===== src/rtl/rvfi_check_pkg.sv =====
// Shared types and helpers for the rvfi_* PC checkers.
// Slot PCs are held at the widest supported width; narrower PCs are zero-extended.
package rvfi_check_pkg;

   localparam int ORDER_W   = 64;
   localparam int SLOT_XLEN = 64;

   typedef struct packed {
      logic                 rd_v;
      logic                 wr_v;
      logic [SLOT_XLEN-1:0] rd;
      logic [SLOT_XLEN-1:0] wr;
   } slot_t;

   function automatic logic pc_eq(input logic [SLOT_XLEN-1:0] a,
                                  input logic [SLOT_XLEN-1:0] b,
                                  input logic                 ignore_lsb);
      logic [SLOT_XLEN-1:0] mask;
      mask = ignore_lsb ? ~SLOT_XLEN'(1) : '1;
      return ((a ^ b) & mask) == '0;
   endfunction

endpackage


===== src/rtl/rvfi_order_slot_sel.sv =====
// Maps each retirement channel onto a window slot (one-hot per slot), lowest
// channel wins a contested slot and the contest is flagged as a duplicate.
module rvfi_order_slot_sel
   import rvfi_check_pkg::*;
#(
   parameter int NRET  = 1,
   parameter int DEPTH = 4
) (
   input  logic [ORDER_W-1:0]      base_order,
   input  logic [NRET-1:0]         rvfi_valid,
   input  logic [NRET*ORDER_W-1:0] rvfi_order,
   output logic [DEPTH*NRET-1:0]   slot_sel,
   output logic                    dup
);

   logic [ORDER_W-1:0] idx [NRET];

   // Unsigned difference: orders below base wrap to huge values and miss every slot.
   always_comb begin
      for (int c = 0; c < NRET; c++) begin
         idx[c] = rvfi_order[c*ORDER_W +: ORDER_W] - base_order;
      end
   end

   always_comb begin
      slot_sel = '0;
      dup      = 1'b0;
      for (int k = 0; k < DEPTH; k++) begin
         for (int c = 0; c < NRET; c++) begin
            if (rvfi_valid[c] && (idx[c] == ORDER_W'(k))) begin
               if (|slot_sel[k*NRET +: NRET]) begin
                  dup = 1'b1;
               end else begin
                  slot_sel[k*NRET + c] = 1'b1;
               end
            end
         end
      end
   end

endmodule


===== src/rtl/rvfi_pc_window_check.sv =====
// Checks PC continuity (pc_wdata of k == pc_rdata of k+1) across a window of DEPTH orders.
// Rollback handling is compiled in with RVFI_PC_WINDOW_ROLLBACK_EN.
module rvfi_pc_window_check
   import rvfi_check_pkg::*;
#(
   parameter int NRET       = 1,
   parameter int XLEN       = 32,
   parameter int DEPTH      = 4,
   parameter int IGNORE_LSB = 1
) (
   input  logic                       clock,
   input  logic                       reset,
   input  logic                       check_en,
   input  logic [ORDER_W-1:0]         base_order,
   input  logic [NRET-1:0]            rvfi_valid,
   input  logic [NRET*ORDER_W-1:0]    rvfi_order,
   input  logic [NRET*XLEN-1:0]       rvfi_pc_rdata,
   input  logic [NRET*XLEN-1:0]       rvfi_pc_wdata,
   input  logic                       rvfi_rollback_valid,
   input  logic [ORDER_W-1:0]         rvfi_rollback_order,
   output logic                       mismatch,
   output logic [ORDER_W-1:0]         mismatch_order,
   output logic                       dup_err,
   output logic [$clog2(DEPTH):0]     pairs_checked,
   output logic                       done
);

   localparam int CNT_W = $clog2(DEPTH) + 1;
   localparam int NPAIR = DEPTH - 1;

   logic [DEPTH*NRET-1:0] slot_sel;
   logic                  same_cycle_dup;

   rvfi_order_slot_sel #(
      .NRET  (NRET),
      .DEPTH (DEPTH)
   ) u_slot_sel (
      .base_order (base_order),
      .rvfi_valid (rvfi_valid),
      .rvfi_order (rvfi_order),
      .slot_sel   (slot_sel),
      .dup        (same_cycle_dup)
   );

   slot_t              slot_q [DEPTH];
   slot_t              slot_d [DEPTH];
   logic [NPAIR-1:0]   pair_done_q, pair_done_d;
   logic [CNT_W-1:0]   pairs_checked_q, pairs_checked_d;
   logic               mismatch_q, mismatch_d;
   logic [ORDER_W-1:0] mismatch_order_q, mismatch_order_d;
   logic               dup_err_q, dup_err_d;
   logic [CNT_W-1:0]   n_clr, n_new;
   logic               found;

`ifndef RVFI_PC_WINDOW_ROLLBACK_EN
   logic unused_rollback;
   assign unused_rollback = rvfi_rollback_valid ^ (^rvfi_rollback_order);
`endif

   always_comb begin
      for (int k = 0; k < DEPTH; k++) begin
         slot_d[k] = slot_q[k];
      end
      pair_done_d      = pair_done_q;
      mismatch_d       = 1'b0;
      mismatch_order_d = mismatch_order_q;
      dup_err_d        = dup_err_q | same_cycle_dup;
      n_clr            = '0;
      n_new            = '0;
      found            = 1'b0;

`ifdef RVFI_PC_WINDOW_ROLLBACK_EN
      // Rollback strikes first so a same-cycle retirement of a discarded order survives.
      if (rvfi_rollback_valid) begin
         for (int k = 0; k < DEPTH; k++) begin
            if ((base_order + ORDER_W'(k)) >= rvfi_rollback_order) begin
               slot_d[k].rd_v = 1'b0;
               slot_d[k].wr_v = 1'b0;
            end
         end
         for (int k = 0; k < NPAIR; k++) begin
            if (((base_order + ORDER_W'(k)) >= rvfi_rollback_order) && pair_done_d[k]) begin
               pair_done_d[k] = 1'b0;
               n_clr          = n_clr + CNT_W'(1);
            end
         end
      end
`endif

      for (int k = 0; k < DEPTH; k++) begin
         if (|slot_sel[k*NRET +: NRET]) begin
            if (slot_d[k].rd_v || slot_d[k].wr_v) begin
               dup_err_d = 1'b1;
            end
            slot_d[k].rd_v = 1'b1;
            slot_d[k].wr_v = 1'b1;
            for (int c = 0; c < NRET; c++) begin
               if (slot_sel[k*NRET + c]) begin
                  slot_d[k].rd = SLOT_XLEN'(rvfi_pc_rdata[c*XLEN +: XLEN]);
                  slot_d[k].wr = SLOT_XLEN'(rvfi_pc_wdata[c*XLEN +: XLEN]);
               end
            end
         end
      end

      // Pairs are judged on post-capture state; lowest failing k is reported.
      for (int k = 0; k < NPAIR; k++) begin
         if (slot_d[k].wr_v && slot_d[k+1].rd_v && !pair_done_d[k]) begin
            pair_done_d[k] = 1'b1;
            n_new          = n_new + CNT_W'(1);
            if (check_en && !found &&
                !pc_eq(slot_d[k].wr, slot_d[k+1].rd, IGNORE_LSB != 0)) begin
               found            = 1'b1;
               mismatch_d       = 1'b1;
               mismatch_order_d = base_order + ORDER_W'(k);
            end
         end
      end

      pairs_checked_d = pairs_checked_q - n_clr + n_new;
   end

   always_ff @(posedge clock) begin
      for (int k = 0; k < DEPTH; k++) begin
         slot_q[k] <= slot_d[k];
      end
      if (reset) begin
         for (int k = 0; k < DEPTH; k++) begin
            slot_q[k].rd_v <= 1'b0;
            slot_q[k].wr_v <= 1'b0;
         end
         pair_done_q      <= '0;
         pairs_checked_q  <= '0;
         mismatch_q       <= 1'b0;
         mismatch_order_q <= '0;
         dup_err_q        <= 1'b0;
      end else begin
         pair_done_q      <= pair_done_d;
         pairs_checked_q  <= pairs_checked_d;
         mismatch_q       <= mismatch_d;
         mismatch_order_q <= mismatch_order_d;
         dup_err_q        <= dup_err_d;
      end
   end

   assign mismatch       = mismatch_q;
   assign mismatch_order = mismatch_order_q;
   assign dup_err        = dup_err_q;
   assign pairs_checked  = pairs_checked_q;
   assign done           = (pairs_checked_q == CNT_W'(NPAIR));

`ifdef FORMAL
   always_ff @(posedge clock) begin
      if (!reset) begin
         assert (!mismatch && !dup_err);
      end
`ifndef RVFI_PC_WINDOW_ROLLBACK_EN
      assume (!rvfi_rollback_valid);
`endif
   end
`endif

endmodule


===== config.mk =====
export PLATFORM = sky130hd
export DESIGN_NAME = rvfi_pc_window_check
export DESIGN_NICKNAME = d
export VERILOG_FILES = /design/src/rtl/rvfi_check_pkg.sv /design/src/rtl/rvfi_order_slot_sel.sv /design/src/rtl/rvfi_pc_window_check.sv
export SDC_FILE = /design/constraint.sdc
export NUM_CORES = 1
export LEC_CHECK = 0
export CAP_MARGIN = 0
export CORE_AREA = 2 2 278 280
export DETAILED_ROUTE_END_ITERATION = 10
export DIE_AREA = 0 0 280 282
export SLEW_MARGIN = 30
export SYNTH_ARGS = -nofsm -noshare
export SYNTH_HDL_FRONTEND = slang
export SYNTH_SLANG_ARGS = --single-unit

===== constraint.sdc =====
create_clock -name clock -period 10.6 [get_ports clock]
set_clock_uncertainty 0.15 [all_clocks]
set_input_delay 2.12 -clock clock [delete_from_list [all_inputs] [get_ports clock]]
set_output_delay 2.12 -clock clock [all_outputs]
set_load 0.005 [all_outputs]

After elaboration in Yosys (flattened, before gate mapping)
Memory sizes are Yosys's and may differ from the RTL's.
Cells that the tools add are included.
{"block": "classes", "n_reduce_logical": 31, "n_bitwise": 11, "add_sub_neg": 6, "n_eq_ne": 4, "mux": 41}
{"operator": "130-bit two-way mux", "count": 4}
{"operator": "64-bit two-way mux", "count": 6}
{"operator": "64-bit logical NOT", "count": 4}
{"operator": "64-bit XOR", "count": 3}
{"operator": "64-bit by 2-bit == test with 1-bit output, second input constant", "count": 2}
{"operator": "64-bit by 1-bit adder with 64-bit output, second input constant", "count": 1}
{"operator": "64-bit by 2-bit adder with 64-bit output, second input constant", "count": 1}
{"operator": "64-bit by 1-bit == test with 1-bit output, second input constant", "count": 1}
{"operator": "64-bit subtractor", "count": 1}
{"operator": "1-bit two-way mux", "count": 29}
{"operator": "1-bit logical AND", "count": 15}
{"operator": "1-bit logical NOT", "count": 8}
{"operator": "1-bit bitwise OR, first input constant", "count": 8}
{"operator": "3-bit by 1-bit adder with 3-bit output, second input constant", "count": 2}
{"operator": "3-bit two-way mux", "count": 2}
{"operator": "1-bit logical OR", "count": 4}
{"operator": "3-bit adder", "count": 1}
{"operator": "3-bit by 2-bit == test with 1-bit output, second input constant", "count": 1}
{"block": "totals", "mem_count": 1, "output_inout_bits": 70, "input_bits": 261, "elab_cells": 101, "ramBits": 520, "reg_bits": 72}
{"memory": "slot_q", "depth": 4, "word_bits": 130, "rd": 4, "rd_ports_with_merged_regs": 0, "wr": 4, "line_no": "rvfi_pc_window_check.sv:45", "source": "slot_t slot_q [DEPTH];"}

Logic depth before layout (Yosys ltp)
{"block": "logic_depth", "word_depth": 21, "mapped_depth": 34, "mapped_depth_nobuf": 24}

Modules after synthesis
Synthesis repeated with hierarchy kept, for this count alone.
{"block": "unflattened", "hier_cells": 3076, "hier_area_um2": 25961.1}
{"mod": "rvfi_pc_window_check", "instances": 1, "area_per_inst_um2": 20781.2, "seq_area_each_um2": 9168.8, "cells_per_inst": 2256}
{"mod": "rvfi_order_slot_sel", "instances": 1, "area_per_inst_um2": 5180.0, "seq_area_each_um2": 0.0, "cells_per_inst": 820}

Worst setup path after synthesis
OpenSTA, ideal clock, no wires.
{"block": "synth_path", "path_type": "input to register", "from": "input base_order[28]", "to": "register mismatch_order_q[43] (netlist: mismatch_order[43])", "path_stages": 30, "setup_ns": 0.132, "t_arrival_ns": 8.198, "path_buffers": 8, "required_ns": 10.318, "slack_ns": 2.120, "cell_sequence": "clkbuf_1 inv_1 ha_1 clkbuf_1 nand4_1 or2_2 nor3_1 o31ai_1 o211ai_1 xor2_1 a2111oi_0 nand4_1 or4_1 or4_1 buf_2 buf_6 buf_6 buf_6 mux2_4 xor2_1 or4_1 nor4_1 nand4_1 nand3_1 buf_4 o21a_1 buf_2 nor2_1 o31ai_1 a21oi_1"}
{"element": "start, declared", "line_no": "rvfi_pc_window_check.sv:14", "source": "input logic [ORDER_W-1:0] base_order,"}
{"element": "end signal, assigned", "line_no": "rvfi_pc_window_check.sv:141", "source": "mismatch_order_q <= mismatch_order_d;"}
{"element": "end, declared", "line_no": "rvfi_pc_window_check.sv:50", "source": "logic [ORDER_W-1:0] mismatch_order_q, mismatch_order_d;"}

==> results.md <==
Run status:
- The run finished with clean final reports.

Yosys:
- In the synthesized netlist, the cells that appear most often are sky130_fd_sc_hd__dfxtp_1 (458), sky130_fd_sc_hd__nor2_1 (268), sky130_fd_sc_hd__nand2_1 (236).
- Averaged over all synthesized cells, the footprint is 8.445 um2.
- Counting flops and latches in the post-synthesis netlist gives 458.
- Yosys mapped a number of flops with a built-in enable equal to 0.
- The top cell type by area accounts for 34.81% of the synthesized area.
- In this run the cell area of the synthesized design comes to 0.02634 mm2.
- By area the synthesized netlist is led by sky130_fd_sc_hd__dfxtp_1 (35%), sky130_fd_sc_hd__mux2_2 (7.3%), sky130_fd_sc_hd__xor2_1 (3.8%).
- Of all flip-flops after synthesis, the portion carrying an async set or reset was 0%.
- The cell count after synthesis is 3119.
- The number of distinct library cell variants in the gate-level netlist after synthesis is 103.
- The synthesized design spends more area on one cell type than any other, namely sky130_fd_sc_hd__dfxtp_1.
- For this run, the number of Yosys warnings is 0.
- The net count after synthesis is 3451.
- The fraction of the yosys area taken by sequential cells is 34.81%.
- Yosys instantiated no cell more often than sky130_fd_sc_hd__dfxtp_1.
- In the synthesized netlist the dominant register cell turns out to be sky130_fd_sc_hd__dfxtp_1.

Pwr:
- Dividing total power by cell area gives a power density of 126.8 mW/mm2.
- For this design the static power due to leakage is 13.41 nW.
- Across the VDD grid, the largest voltage drop is 0.1316 mV.

STA:
- The number of hold violations in the final report is 0.
- Once routing completed, OpenROAD measured the worst setup slack at 0.7641 ns.
- The count of final setup violators is 0.
- The routed design could run at a clock period as short as 9.836 ns.
- The transition time at the pin with the least slew margin is 0.8816 ns.
- Setup repair after global routing left no endpoint under its margin.
- The achievable frequency is 101.7 MHz.
- Final hold analysis gives a worst-case slack of 0.3043 ns.
- The final number of max-transition violations came to 0.
- The total negative slack is 0 ns.
- The worst max-slew margin expressed relative to the limit is 40.68%.
- The share of the cycle needed by the critical path after routing is 92.79%.

Critical path:
- The startpoint class of the critical path is an input pin.
- The slowest stage of the critical path belongs to the cell sky130_fd_sc_hd__clkdlybuf4s50_1.
- In this run the register-to-register setup slack is 6.70 ns.
- The number of buffers and inverters on the critical path is 5.
- For the worst flop-to-flop path, the logic depth is 13.
- The reg-to-reg startpoint is slot_q[2][108]$_DFF_P_.
- STA puts the critical path data required time at 10.96 ns.
- The endpoint type of the worst setup path is a flip-flop.
- The destination of the critical timing path is mismatch_order[5]$_SDFF_PP0_.
- In this run the worst setup path begins at base_order[35].
- For this run, the slowest stage of the critical path takes 0.65 ns.
- The most numerous cell type found on the critical path is sky130_fd_sc_hd__nand2_1.
- The critical path runs through a total of 26 cells.
- Data on the critical path arrives at its endpoint at 10.20 ns.
- In this design, the largest share of critical-path delay is due to simple AND/OR/NAND/NOR gates.
- The highest fanout seen on the critical path is 60.
- The capturing point of the worst reg2reg path is mismatch_order[5]$_SDFF_PP0_.
- The critical path is of the in -> reg type.

Clocking:
- The CTS root buffer is sky130_fd_sc_hd__clkbuf_16.
- The count of clock tree sinks is 458.
- The register clock-pin slew on the reported worst setup and hold paths is 0.06 ns.
- No sink is reached through more buffers than the 3 on the longest clock path.
- The total CTS buffers is 51.
- The number of buffers inserted by hold repair at cts is 0.
- The H-tree was split into 2 levels.
- The number of setup buffers added after CTS is 0.
- After clock tree synthesis, the repair step resized 0 gates.
- The clock tree from TritonCTS is yes.
- Clock latency on the worst-skew pair, taken at its later pin, is 0.62 ns.

Place:
- Detailed placement finished with a half-perimeter wire length of 78.25 mm.
- The worst-case setup slack after placement is 0.3257 ns.
- The count of buffers added on input and output ports is 263.
- The congestion estimate from routability-driven global placement came to 1.019.

Routing:
- The first routing iteration left 2203 violations.
- In the routed design, unresolved DRC markers number 0.
- The via total after detailed routing is 25.02k.
- The average detailed-routed wire length per instance is 22.36 um.
- The first-pass iteration count of the detailed router is 5.
- The vias per cell is 5.622.
- After detailed routing, the total wire length is 99.53 mm.
- The count of nets left with antenna violations once routing finished came out at 0.

Job:
- Max-cap violations in this run came to 0.

Layout:
- Compared with the post-synthesis result, the final layout area differs by 23.94%.
- In the final design database the tool counted 3767 nets.
- Of the cells placed in the final design, the portion with a size suffix greater than 1 is 13.94%.
- Summing all multi-input logic gate instances after layout gives 0.01610 mm2.
- The area of all sequential standard cells is 0.009169 mm2.
- The number of antenna diodes is 0.
- After filler insertion, the fill cell instance count of the layout stands at 7434.
- Once layout is complete, the utilization of the core stands at 43.13%.

Die:
- The floorplan step defined a core boundary enclosing 0.07570 mm2.
- Once the floorplan was initialized, standard cells occupied 34.80% of the core.
- In this run the horizontal extent of the chip is 280 um.
- The site row count is 101.
- The floorplan die area is 0.07896 mm2.
- The die is 282 um tall.
- During I/O placement, the number of pins put on the boundary was 331.

Global routing:
- The met1 capacity usage during global routing is 31.26%.
- The total overflow left after global routing is 0.
- The total routing resource utilization after global routing is 24.45%.
- The layer with the highest usage after global routing is met2.
- The first global-routing pass estimated 148.2 mm of wire.
- The pin count of the biggest net entering global routing is 61.
- The number of global-route vias before repair was 23.86k.
- The met3 usage is 3.613%.
- The number of antenna violations at the first check in global routing is 0.
- The met2 track demand over resource in global routing is 40.72%.

Min path:
- The path class of the tightest hold or removal check is reg -> reg.
layer usage:
layer  vias up  part of all wire, %
met2       948                   46
met1     11910                   43
li1      11970                    -
met5         -                    0
met4         0                  4.7
met3       201                  7.0
cells in the final DEF, fill, tap and decap left out, types with 14 or more instances in the layout:
| cell type | instances |
|---|---|
| sky130_fd_sc_hd__dfxtp_1 | 458 |
| sky130_fd_sc_hd__nor2_1 | 268 |
| sky130_fd_sc_hd__clkdlybuf4s50_1 | 262 |
| sky130_fd_sc_hd__nand2_1 | 236 |
| sky130_fd_sc_hd__a21oi_1 | 195 |
| sky130_fd_sc_hd__mux2_2 | 171 |
| sky130_fd_sc_hd__o21ai_0 | 160 |
| sky130_fd_sc_hd__and2_1 | 138 |
| sky130_fd_sc_hd__buf_4 | 134 |
| sky130_fd_sc_hd__xor2_1 | 115 |
| sky130_fd_sc_hd__inv_1 | 105 |
| sky130_fd_sc_hd__nand3_1 | 96 |
| sky130_fd_sc_hd__xnor2_1 | 88 |
| sky130_fd_sc_hd__nand4_1 | 77 |
| sky130_fd_sc_hd__nor3_1 | 70 |
| sky130_fd_sc_hd__nor2b_1 | 69 |
| sky130_fd_sc_hd__ha_1 | 69 |
| sky130_fd_sc_hd__nor4_1 | 63 |
| sky130_fd_sc_hd__clkbuf_16 | 51 |
| sky130_fd_sc_hd__a31oi_1 | 34 |
| sky130_fd_sc_hd__a21o_1 | 32 |
| sky130_fd_sc_hd__o22ai_1 | 30 |
| sky130_fd_sc_hd__a211oi_1 | 29 |
| sky130_fd_sc_hd__o31ai_1 | 26 |
| sky130_fd_sc_hd__o21ai_1 | 24 |
| sky130_fd_sc_hd__o21a_1 | 23 |
| sky130_fd_sc_hd__and3_1 | 23 |
| sky130_fd_sc_hd__nand2b_1 | 22 |
| sky130_fd_sc_hd__or2_2 | 20 |
| sky130_fd_sc_hd__o211ai_1 | 20 |
| sky130_fd_sc_hd__buf_12 | 19 |
| sky130_fd_sc_hd__o32ai_1 | 18 |
| sky130_fd_sc_hd__and4_1 | 17 |
| sky130_fd_sc_hd__clkbuf_8 | 15 |
| sky130_fd_sc_hd__a22oi_1 | 14 |
| sky130_fd_sc_hd__o2bb2ai_1 | 14 |
worst min-delay path by stage:
| stage | startpoint | to | depth (start not counted) |
|---|---|---|---|
| after floorplan | slot_q[1][62]$_DFF_P_ | slot_q[1][62]$_DFF_P_ | 2 |
| after global placement | slot_q[1][7]$_DFF_P_ | slot_q[1][7]$_DFF_P_ | 2 |
| after detailed placement | slot_q[1][120]$_DFF_P_ | slot_q[1][120]$_DFF_P_ | 2 |
| after CTS | slot_q[1][120]$_DFF_P_ | slot_q[1][120]$_DFF_P_ | 2 |
| after global routing | slot_q[1][120]$_DFF_P_ | slot_q[1][120]$_DFF_P_ | 2 |
| final | slot_q[2][51]$_DFF_P_ | slot_q[2][51]$_DFF_P_ | 2 |
registers in the layout, indices dropped and copies added, names as in the netlist:
signal and flops:
dup_err 1, mismatch 1, pair_done_q 3, pairs_checked 3, slot_q 386, mismatch_order 64
kinds of logic after synthesis:
| logic type | after synthesis | synth area share [%] |
|---|---|---|
| compound gates | 762 | 19.12 |
| xor+xnor | 203 | 6.750 |
| fa+ha+maj | 71 | 3.430 |
| buf+inv | 258 | 4.323 |
| flops | 458 | 34.81 |
| mux | 194 | 8.413 |
| simple gates | 1173 | 23.15 |
tightest hold or removal path: stages, from the launching register on:
cell	delay (ns)
sky130_fd_sc_hd__dfxtp_1	0.31
sky130_fd_sc_hd__inv_1	0.06
sky130_fd_sc_hd__nor2_1	0.04
power breakdown:
group          total, W  internal, W  leakage, nW  switching [W]
registers       0.00172      0.00172         3.69    0.000000417
clock network   0.00182      0.00107        0.852       0.000750
logic          0.000596     0.000214         8.88       0.000383
total           0.00414      0.00301         13.4        0.00113
per-stage QoR:
| stage | cells | instance area (um2) | total power [W] |
|---|---|---|---|
| finish | 4451 | 32650 | 0.004138 |
| global route | 4451 | 32650 | 0.004281 |
| CTS | 4451 | 32640 | 0.004158 |
| detailed placement | 4360 | 30900 | 0.002334 |
| global placement | 4360 | 30900 | 0.002340 |
| floorplan | 3119 | 26340 | 0.002060 |
final cells by class:
class,instances,share of cell area [%]
clock buffer,77,4.668
clock inverter,14,0.6707
inverter,105,1.207
multi-input combinational,2403,49.33
sequential,458,28.09
tap,978,3.748
timing repair buffer,416,12.29
(Power assumes the default switching activity.)
